$ cat config.mk
export PLATFORM = sky130hd
export DESIGN_NAME = multicycle_alu
export DESIGN_NICKNAME = d
export VERILOG_FILES = /design/src/rtl/multicycle_alu_pkg.sv /design/src/rtl/multicycle_alu_shifter.sv /design/src/rtl/multicycle_alu.sv
export SDC_FILE = /design/constraint.sdc
export NUM_CORES = 1
export LEC_CHECK = 0
export CAP_MARGIN = 10
export CORE_MARGIN = 5
export CORE_UTILIZATION = 60
export CTS_BUF_LIST = sky130_fd_sc_hd__clkbuf_4 sky130_fd_sc_hd__clkbuf_8
export CTS_CLUSTER_DIAMETER = 80
export DETAILED_ROUTE_END_ITERATION = 8
export DONT_BUFFER_PORTS = 1
export MAX_ROUTING_LAYER = met4
export PLACE_DENSITY = 0.76
export SLEW_MARGIN = 20
export SYNTH_ARGS = -nofsm -noshare
export SYNTH_HDL_FRONTEND = slang
export SYNTH_HIERARCHICAL = 1
export SYNTH_SLANG_ARGS = --single-unit
$ cat constraint.sdc
create_clock -name clk -period 5.3 [get_ports clk]
set_input_delay 0.795 -clock clk [delete_from_list [all_inputs] [get_ports clk]]
set_output_delay 0.795 -clock clk [all_outputs]
set_load 0.02 [all_outputs]
$ cat src/rtl/multicycle_alu_pkg.sv
// multicycle_alu_pkg: shared ALU opcode header, FSM state encoding and shift-amount width.
package multicycle_alu_pkg;
    localparam int ALU_SHAMT_W = 5;
    localparam logic [3:0] ALU_ADD = 4'd0;
    localparam logic [3:0] ALU_SUB = 4'd1;
    localparam logic [3:0] ALU_SLL = 4'd2;
    localparam logic [3:0] ALU_XOR = 4'd3;
    localparam logic [3:0] ALU_OR  = 4'd4;
    localparam logic [3:0] ALU_AND = 4'd5;
    localparam logic [3:0] ALU_SRL = 4'd6;
    localparam logic [3:0] ALU_BEQ = 4'd7;
    localparam logic [3:0] ALU_BNE = 4'd8;
    localparam logic [3:0] ALU_BLT = 4'd9;
    localparam logic [3:0] ALU_BGE = 4'd10;
    typedef enum logic [1:0] {IDLE = 2'd0, SHIFT = 2'd1, DONE = 2'd2} state_e;
endpackage

$ cat src/rtl/multicycle_alu_shifter.sv
// multicycle_alu_shifter: one-bit step shifter, or full barrel shifter when
// MULTICYCLE_ALU_BARREL_SHIFT_EN is defined.
module multicycle_alu_shifter #(
    parameter int W  = 32,
    parameter int SW = 5
) (
    input  logic [W-1:0]  value,
    input  logic          left,
    input  logic [SW-1:0] amount,
    output logic [W-1:0]  result
);
`ifdef MULTICYCLE_ALU_BARREL_SHIFT_EN
    assign result = left ? value << amount : value >> amount;
`else
    // A zero remaining amount means no shifting is left to do.
    assign result = (amount == '0) ? value : left ? value << 1 : value >> 1;
`endif
endmodule

$ cat src/rtl/multicycle_alu.sv
// multicycle_alu: valid/ready execution unit with serial shifts and branch conditions.
// Define MULTICYCLE_ALU_BARREL_SHIFT_EN for single-cycle shifts.
module multicycle_alu
    import multicycle_alu_pkg::*;
#(
    parameter int XLEN    = 32,
    parameter int SHAMT_W = ALU_SHAMT_W
) (
    input  logic            clk,
    input  logic            reset,
    input  logic            in_valid,
    output logic            in_ready,
    input  logic [3:0]      alu_op,
    input  logic [XLEN-1:0] alu_in_1,
    input  logic [XLEN-1:0] alu_in_2,
    output logic            out_valid,
    input  logic            out_ready,
    output logic [XLEN-1:0] alu_result,
    output logic            alu_bcond,
    output logic            illegal_op
);
`ifdef MULTICYCLE_ALU_BARREL_SHIFT_EN
    localparam bit SERIAL = 1'b0;
`else
    localparam bit SERIAL = 1'b1;
`endif
    state_e              state_q, state_d;
    logic [XLEN-1:0]     res_q, res_d;
    logic [SHAMT_W-1:0]  cnt_q, cnt_d;
    logic                dir_q, dir_d;
    logic                bcond_q, bcond_d;
    logic                ill_q, ill_d;
    logic [XLEN-1:0]     alu_val, sh_out;
    logic                bcond_v, legal, is_shift;
    logic [SHAMT_W-1:0]  shamt;
    assign shamt    = alu_in_2[SHAMT_W-1:0];
    assign is_shift = (alu_op == ALU_SLL) || (alu_op == ALU_SRL);
    // The accept cycle already performs the first shift step, so latency equals shamt.
    multicycle_alu_shifter #(.W(XLEN), .SW(SHAMT_W)) u_shifter (
        .value  (state_q == SHIFT ? res_q : alu_in_1),
        .left   (state_q == SHIFT ? dir_q : alu_op == ALU_SLL),
        .amount (state_q == SHIFT ? cnt_q : shamt),
        .result (sh_out)
    );
    always_comb begin
        alu_val = '0;
        bcond_v = 1'b0;
        legal   = 1'b1;
        case (alu_op)
            ALU_ADD: alu_val = alu_in_1 + alu_in_2;
            ALU_SUB: alu_val = alu_in_1 - alu_in_2;
            ALU_XOR: alu_val = alu_in_1 ^ alu_in_2;
            ALU_OR:  alu_val = alu_in_1 | alu_in_2;
            ALU_AND: alu_val = alu_in_1 & alu_in_2;
            ALU_SLL, ALU_SRL: alu_val = sh_out;
            ALU_BEQ: begin alu_val = alu_in_1 - alu_in_2; bcond_v = alu_in_1 == alu_in_2; end
            ALU_BNE: begin alu_val = alu_in_1 - alu_in_2; bcond_v = alu_in_1 != alu_in_2; end
            ALU_BLT: begin alu_val = alu_in_1 - alu_in_2; bcond_v = $signed(alu_in_1) < $signed(alu_in_2); end
            ALU_BGE: begin alu_val = alu_in_1 - alu_in_2; bcond_v = $signed(alu_in_1) >= $signed(alu_in_2); end
            default: legal = 1'b0;
        endcase
    end
    always_comb begin
        state_d = state_q;
        res_d   = res_q;
        cnt_d   = cnt_q;
        dir_d   = dir_q;
        bcond_d = bcond_q;
        ill_d   = ill_q;
        case (state_q)
            IDLE: if (in_valid) begin
                res_d   = alu_val;
                bcond_d = bcond_v;
                ill_d   = !legal;
                dir_d   = alu_op == ALU_SLL;
                cnt_d   = shamt - SHAMT_W'(1);
                state_d = (SERIAL && is_shift && shamt > SHAMT_W'(1)) ? SHIFT : DONE;
            end
            SHIFT: begin
                res_d   = sh_out;
                cnt_d   = cnt_q - SHAMT_W'(1);
                state_d = (cnt_q == SHAMT_W'(1)) ? DONE : SHIFT;
            end
            DONE: state_d = out_ready ? IDLE : DONE;
            default: state_d = IDLE;
        endcase
    end
    always_ff @(posedge clk) begin
        if (reset) begin
            state_q <= IDLE;
            res_q   <= '0;
            cnt_q   <= '0;
            dir_q   <= 1'b0;
            bcond_q <= 1'b0;
            ill_q   <= 1'b0;
        end else begin
            state_q <= state_d;
            res_q   <= res_d;
            cnt_q   <= cnt_d;
            dir_q   <= dir_d;
            bcond_q <= bcond_d;
            ill_q   <= ill_d;
        end
    end
    assign in_ready   = state_q == IDLE;
    assign out_valid  = state_q == DONE;
    assign alu_result = res_q;
    assign alu_bcond  = bcond_q;
    assign illegal_op = ill_q;
endmodule

* Word level (Yosys, flattened, before mapping) *
Cells that the tools add are included.

storage, ports and cells
  output and inout bits = 36
  logic and storage cells = 61
  input bits = 72
  flip-flop bits (word level) = 42

operators by class
  equal/unequal tests = 16
  $lt $le $gt $ge = 3
  $add $sub $neg = 4
  reduce and logical (&&, ||, !) cells = 12
  multiplexer cells = 17
  bitwise operators = 3

operator list
  operator                                                                          count
  32-bit one-hot mux with 6 select lines                                            1
  32-bit 2-to-1 mux                                                                 4
  32-bit one-hot mux with 2 select lines                                            1
  32-bit adder                                                                      1
  32-bit bitwise AND                                                                1
  32-bit == test                                                                    1
  32-bit >= comparator                                                              1
  32-bit less-than comparator                                                       1
  32-bit != test                                                                    1
  32-bit OR                                                                         1
  32-bit subtractor                                                                 1
  32-bit XOR                                                                        1
  4-bit by 3-bit == test with 1-bit output (second input constant)                  4
  4-bit == test (second input constant)                                             3
  11-bit OR reduction                                                               1
  5-bit 2-to-1 mux                                                                  2
  5-bit one-hot mux with 2 select lines                                             1
  5-bit by 1-bit subtractor with 5-bit output (second input constant)               2
  4-bit by 2-bit == test with 1-bit output (second input constant)                  2
  2-bit 2-to-1 mux                                                                  4
  2-bit one-hot mux with 3 select lines                                             1
  5-bit by 1-bit == test with 1-bit output (second input constant)                  1
  5-bit by 1-bit greater-than comparator with 1-bit output (second input constant)  1
  5-bit zero test                                                                   1
  other kinds (15)                                                                  17

* Logic depth before layout (Yosys ltp) *
  depth in word-level cells = 7
  mapped depth = 18
  depth with buffers taken out = 13

* Modules after synthesis *
The synthesis kept the hierarchy.

by module, submodules not included
  module                  cells each  seq. area each (um^2)  times used  area an instance (um^2)
  multicycle_alu          1,140       840.8                  1           7,732.4
  multicycle_alu_shifter  75          0.0                    1           924.6

* Worst setup path before layout *
No wires, ideal clock.

  kind = reg2reg
  start = register state_q[0]
  end = register res_q[29] (netlist: alu_result[29])
  library setup time = 0.140 ns
  data required time = 5.160 ns
  buffers on the path = 5
  period minus slack after synthesis = 3.935 ns
  arrival = 3.796 ns
  path slack = 1.365 ns
  cell stages (with the launch flop) = 17
  path through = dfxtp_1 clkbuf_1 nor2b_1 clkbuf_1 buf_1 clkbuf_1 o21ai_0 or4_4 nor2_8 buf_12 mux2_4 a22oi_1 o211ai_1 a221oi_1 nand2_1 a2111oi_0 a2111oi_1

on the way
  cells in the longest elaborated chain, start to end = 7
  elaborated cells between the ends (all ways) = 14
  classes of those cells = eq/ne (2); mux (8); reduce/logical (4)

ends and longest elaborated chain
  element                                               line                                                              RTL
  start, declared                                       multicycle_alu.sv:27                                              state_e state_q, state_d;
  start signal, assigned                                multicycle_alu.sv:97                                              state_q <= state_d;
  2-bit by 1-bit == test with 1-bit output *            multicycle_alu.sv:40, multicycle_alu.sv:41, multicycle_alu.sv:42
  5-bit 2-to-1 mux (tied with other cells)              multicycle_alu.sv:42                                              .amount (state_q == SHIFT ? cnt_q : shamt),
  5-bit zero test or 32-bit 2-to-1 mux (tied branches)  multicycle_alu_shifter.sv:16                                      assign result = (amount == '0) ? value : left ? value << 1 : value >> 1;
  32-bit 2-to-1 mux *                                   multicycle_alu_shifter.sv:16
  named net sh_out[29]                                  multicycle_alu.sv:33                                              logic [XLEN-1:0] alu_val, sh_out;
  32-bit one-hot mux with 6 select lines                multicycle_alu.sv:49                                              case (alu_op)
  32-bit 2-to-1 mux                                     multicycle_alu.sv:71                                              IDLE: if (in_valid) begin
  32-bit one-hot mux with 2 select lines *              multicycle_alu.sv:70                                              case (state_q)
  end signal, assigned                                  multicycle_alu.sv:98                                              res_q <= res_d;
  end, declared                                         multicycle_alu.sv:28                                              logic [XLEN-1:0] res_q, res_d;

The timed path passes the listed nets; every way through them passes the cells marked *. The select of a mux whose other input is x is not followed.
A chain may end at the register's enable or synchronous reset.

* Final worst setup path *
  start = register state_q[1]
  end = register res_q[29] (netlist: alu_result[29])

Same word-level chain as after synthesis.

==> results.json <==
{
  "power_leakage_nw": 3.54,
  "postRouteAntennaNets": 0,
  "power-per-cell-area_mw_per_mm2": 163,
  "final-hold-violation-count": 0,
  "fin_worst_hold_slack_ps": 510,
  "drv.max_cap_violation_count": 0,
  "portion_of_the_post_synthesis_area_used_by_sequential_elements_pct": 9.71,
  "grt_max_degree": 44,
  "layout.core_utilization_pct": 61.1,
  "power.sequential.fraction_pct": 27.0,
  "period_minus_slack_ps": 4130,
  "global_route_usage_over_all_layers_pct": 35.7,
  "part_of_the_cycle_the_worst_path_needs_pct": 77.9,
  "globalRoute.totalOverflow": 0,
  "antenna_violations_before_repair": 0,
  "tritoncts": "yes",
  "netlist-cell-type-count": 76,
  "num_antenna_cells": 0,
  "fin_area_sq_mm": 0.00879,
  "synth.cell_area_sq_mm": 0.00866,
  "worst_case_register_to_register_setup_slack_ps": 1170,
  "wl_per_cell_um": 22.7,
  "status": "complete, no violations",
  "crit_required_ps": 5500,
  "synth_enable_flop_cells": 0,
  "total_vias_in_the_final_route": 9573,
  "final_nets": 1337,
  "register_area_sq_um": 841,
  "clock_path_buffers": 2,
  "synth_warn": 6,
  "p_sw_uw": 707,
  "clkTransAtPathRegs_ps": 120,
  "slew_headroom_pct": 38.2,
  "drt-initial-drc-count": 1208,
  "final-setup-viol-count": 0,
  "synth.net_count": 1398,
  "post_place_instance_area_sq_mm": 0.00870,
  "num_io_pins": 108,
  "die-width_um": 130,
  "post-route-drc-count": 0,
  "floorplan.initialDensity_pct": 60.2,
  "intPower_uw": 728,
  "cts_max_level": 2,
  "clockPowerShare_pct": 18.2,
  "dieArea_sq_mm": 0.0169,
  "cts_hold_repair.buffers": 0,
  "slew_viol_final": 0,
  "clk_latency_ps": 350,
  "avgSynthCellArea_sq_um": 7.13,
  "drt_first_pass_iters": 6,
  "min-delay-path-class": "register to register",
  "worst_slew_pin_slew_ps": 927,
  "die-height_um": 130,
  "worstPathArrival_ps": 4330,
  "floorplan.core_area_sq_mm": 0.0144,
  "placement_rows": 44,
  "cts_root_buf": "sky130_fd_sc_hd__clkbuf_8",
  "vias_per_cell": 7.15,
  "buffer_ports.inserted": 0,
  "area_delta_synth_final_pct": 1.49,
  "cts.repair_timing.setup_buffer_count": 0,
  "cts_resized": 0,
  "number_of_inserted_filler_cells_in_the_final_layout": 1345,
  "cp_max_fo": 38,
  "most_common_library_cell_in_the_layout_ignoring_fill_and_taps": "sky130_fd_sc_hd__ha_1",
  "share_comb_of_total_power_pct": 54.8,
  "worstSetupEndpointType": "register",
  "postSynth.topFlopCell": "sky130_fd_sc_hd__dfxtp_1",
  "totalWireLength_mm": 30.5,
  "wire_length_of_the_first_global_routing_pass_mm": 47.1,
  "vdd.ir_drop.worst_uv": 102,
  "post-dp-hpwl_mm": 22.6,
  "cts_inserted_buffers": 5,
  "cts_sinks": 42,
  "synthCells": 1215,
  "setup-tns-final_ps": 0,
  "asyncSetResetFlopFracSynth_pct": 0,
  "final_layout_size_suffix_gt1_share_pct": 9.87,
  "layout_skew_ps": 15.2,
  "routabilityCongestion": 1.02,
  "switching_share_pct": 49.3,
  "most_frequent_cells_in_the_layout": "109 x sky130_fd_sc_hd__ha_1, 107 x sky130_fd_sc_hd__a21oi_1, 103 x sky130_fd_sc_hd__inv_1",
  "first_global_vias": 9042,
  "timing.fmax_mhz": 242,
  "timing.critical_path.from_type": "register",
  "path_class": "register to register",
  "unrepaired_setup_endpoints_after_global_routing": "false",
  "postSynthRegisterBits": 42,
  "multi_input_area_sq_mm": 0.00711
}
state kept, by name, summed over array words and instances (netlist names):
| signal | cells |
|---|---|
| alu_bcond | 1 |
| alu_result | 32 |
| cnt_q | 5 |
| dir_q | 1 |
| illegal_op | 1 |
| state_q | 2 |
cells by family after synthesis:
kind of cell	Yosys count	share of synthesized area, %
AO/OA/AOI/OAI	449	34.8
XOR/XNOR	14	1.42
adder cells (fa/ha/maj)	111	16.2
buffers and inverters	189	8.85
flip-flops	42	9.71
multiplexers	67	9.89
AND/OR/NAND/NOR	343	19.1
critical path, cell delays in order (launching register included):
cell,delay [ps]
sky130_fd_sc_hd__dfxtp_1,540
sky130_fd_sc_hd__nor2b_4,110
sky130_fd_sc_hd__buf_4,270
sky130_fd_sc_hd__nand2_1,100
sky130_fd_sc_hd__o21ai_0,140
sky130_fd_sc_hd__or4_4,610
sky130_fd_sc_hd__nor2_8,490
sky130_fd_sc_hd__mux2_4,360
sky130_fd_sc_hd__a22oi_1,260
sky130_fd_sc_hd__o211ai_1,150
sky130_fd_sc_hd__a221oi_1,320
sky130_fd_sc_hd__nand2_1,100
sky130_fd_sc_hd__a2111oi_0,390
sky130_fd_sc_hd__a2111oi_1,120
layout make-up:
| cell class | count | share of cell area, % |
|---|---|---|
| inverter | 104 | 4.44 |
| clock buffer | 5 | 0.783 |
| timing repair buffer | 17 | 1.45 |
| tap | 184 | 2.62 |
| clock inverter | 3 | 0.242 |
| sequential | 42 | 9.57 |
| multi-input combinational | 984 | 80.9 |
cells in the mapped netlist (13+ instances only):
cell                       instances  share of area [%]
sky130_fd_sc_hd__a21o_1           14                1.2
sky130_fd_sc_hd__a22oi_1          37                3.2
sky130_fd_sc_hd__o21bai_1         19                1.6
sky130_fd_sc_hd__a211oi_1         16                1.4
sky130_fd_sc_hd__nor4_1           18                1.3
sky130_fd_sc_hd__nor3_1           31                1.8
sky130_fd_sc_hd__mux2_2           32                4.2
sky130_fd_sc_hd__o21ai_0         100                5.8
sky130_fd_sc_hd__a21oi_1         107                6.2
sky130_fd_sc_hd__inv_1           103                4.5
sky130_fd_sc_hd__clkbuf_1         68                2.9
sky130_fd_sc_hd__and3_1           15                1.1
sky130_fd_sc_hd__nand3_1          26                1.5
sky130_fd_sc_hd__a221oi_1         25                2.5
sky130_fd_sc_hd__mux2_4           29                5.0
sky130_fd_sc_hd__xnor2_1          14                1.4
sky130_fd_sc_hd__nor2_1           97                4.2
sky130_fd_sc_hd__nand2_1          93                4.0
sky130_fd_sc_hd__o211ai_1         13                1.1
sky130_fd_sc_hd__dfxtp_1          42                9.7
sky130_fd_sc_hd__o22ai_1          14                1.0
sky130_fd_sc_hd__ha_1            109                 16
path summary, 6_finish.rpt:
check / cells past startpoint / to / startpoint
max: 13 / alu_result[29] / state_q[1]
min: 2 / dir_q / dir_q
max reg2reg: 13 / alu_result[29] / state_q[1]
min reg2reg: 2 / dir_q / dir_q
power by group through the flow:
stage	clock [mW]	combinational [mW]	sequential, mW
final	0.261	0.787	0.387
after global placement	0	0.751	0.394
after floorplan	0	0.590	0.382
after detailed placement	0	0.754	0.394
after CTS	0.258	0.759	0.387
after global routing	0.269	0.848	0.390
stage by stage:
stage               worst slack [ps]  cells  total power [mW]
floorplan                       1360   1215             0.972
global placement                1200   1331              1.14
detailed placement              1110   1331              1.15
CTS                             1280   1339              1.40
global route                     964   1339              1.51
finish                          1170   1339              1.43
metal layers:
layer  GRT usage (%)  vias up  routed length (um)
met1            44.0     4380               11700
met5               -        -                   0
met2            55.0      680               13300
met4            16.2        0                1480
met3            8.80      142                3910
li1                -     4371                   -
Power figures use the tool's default switching activity.
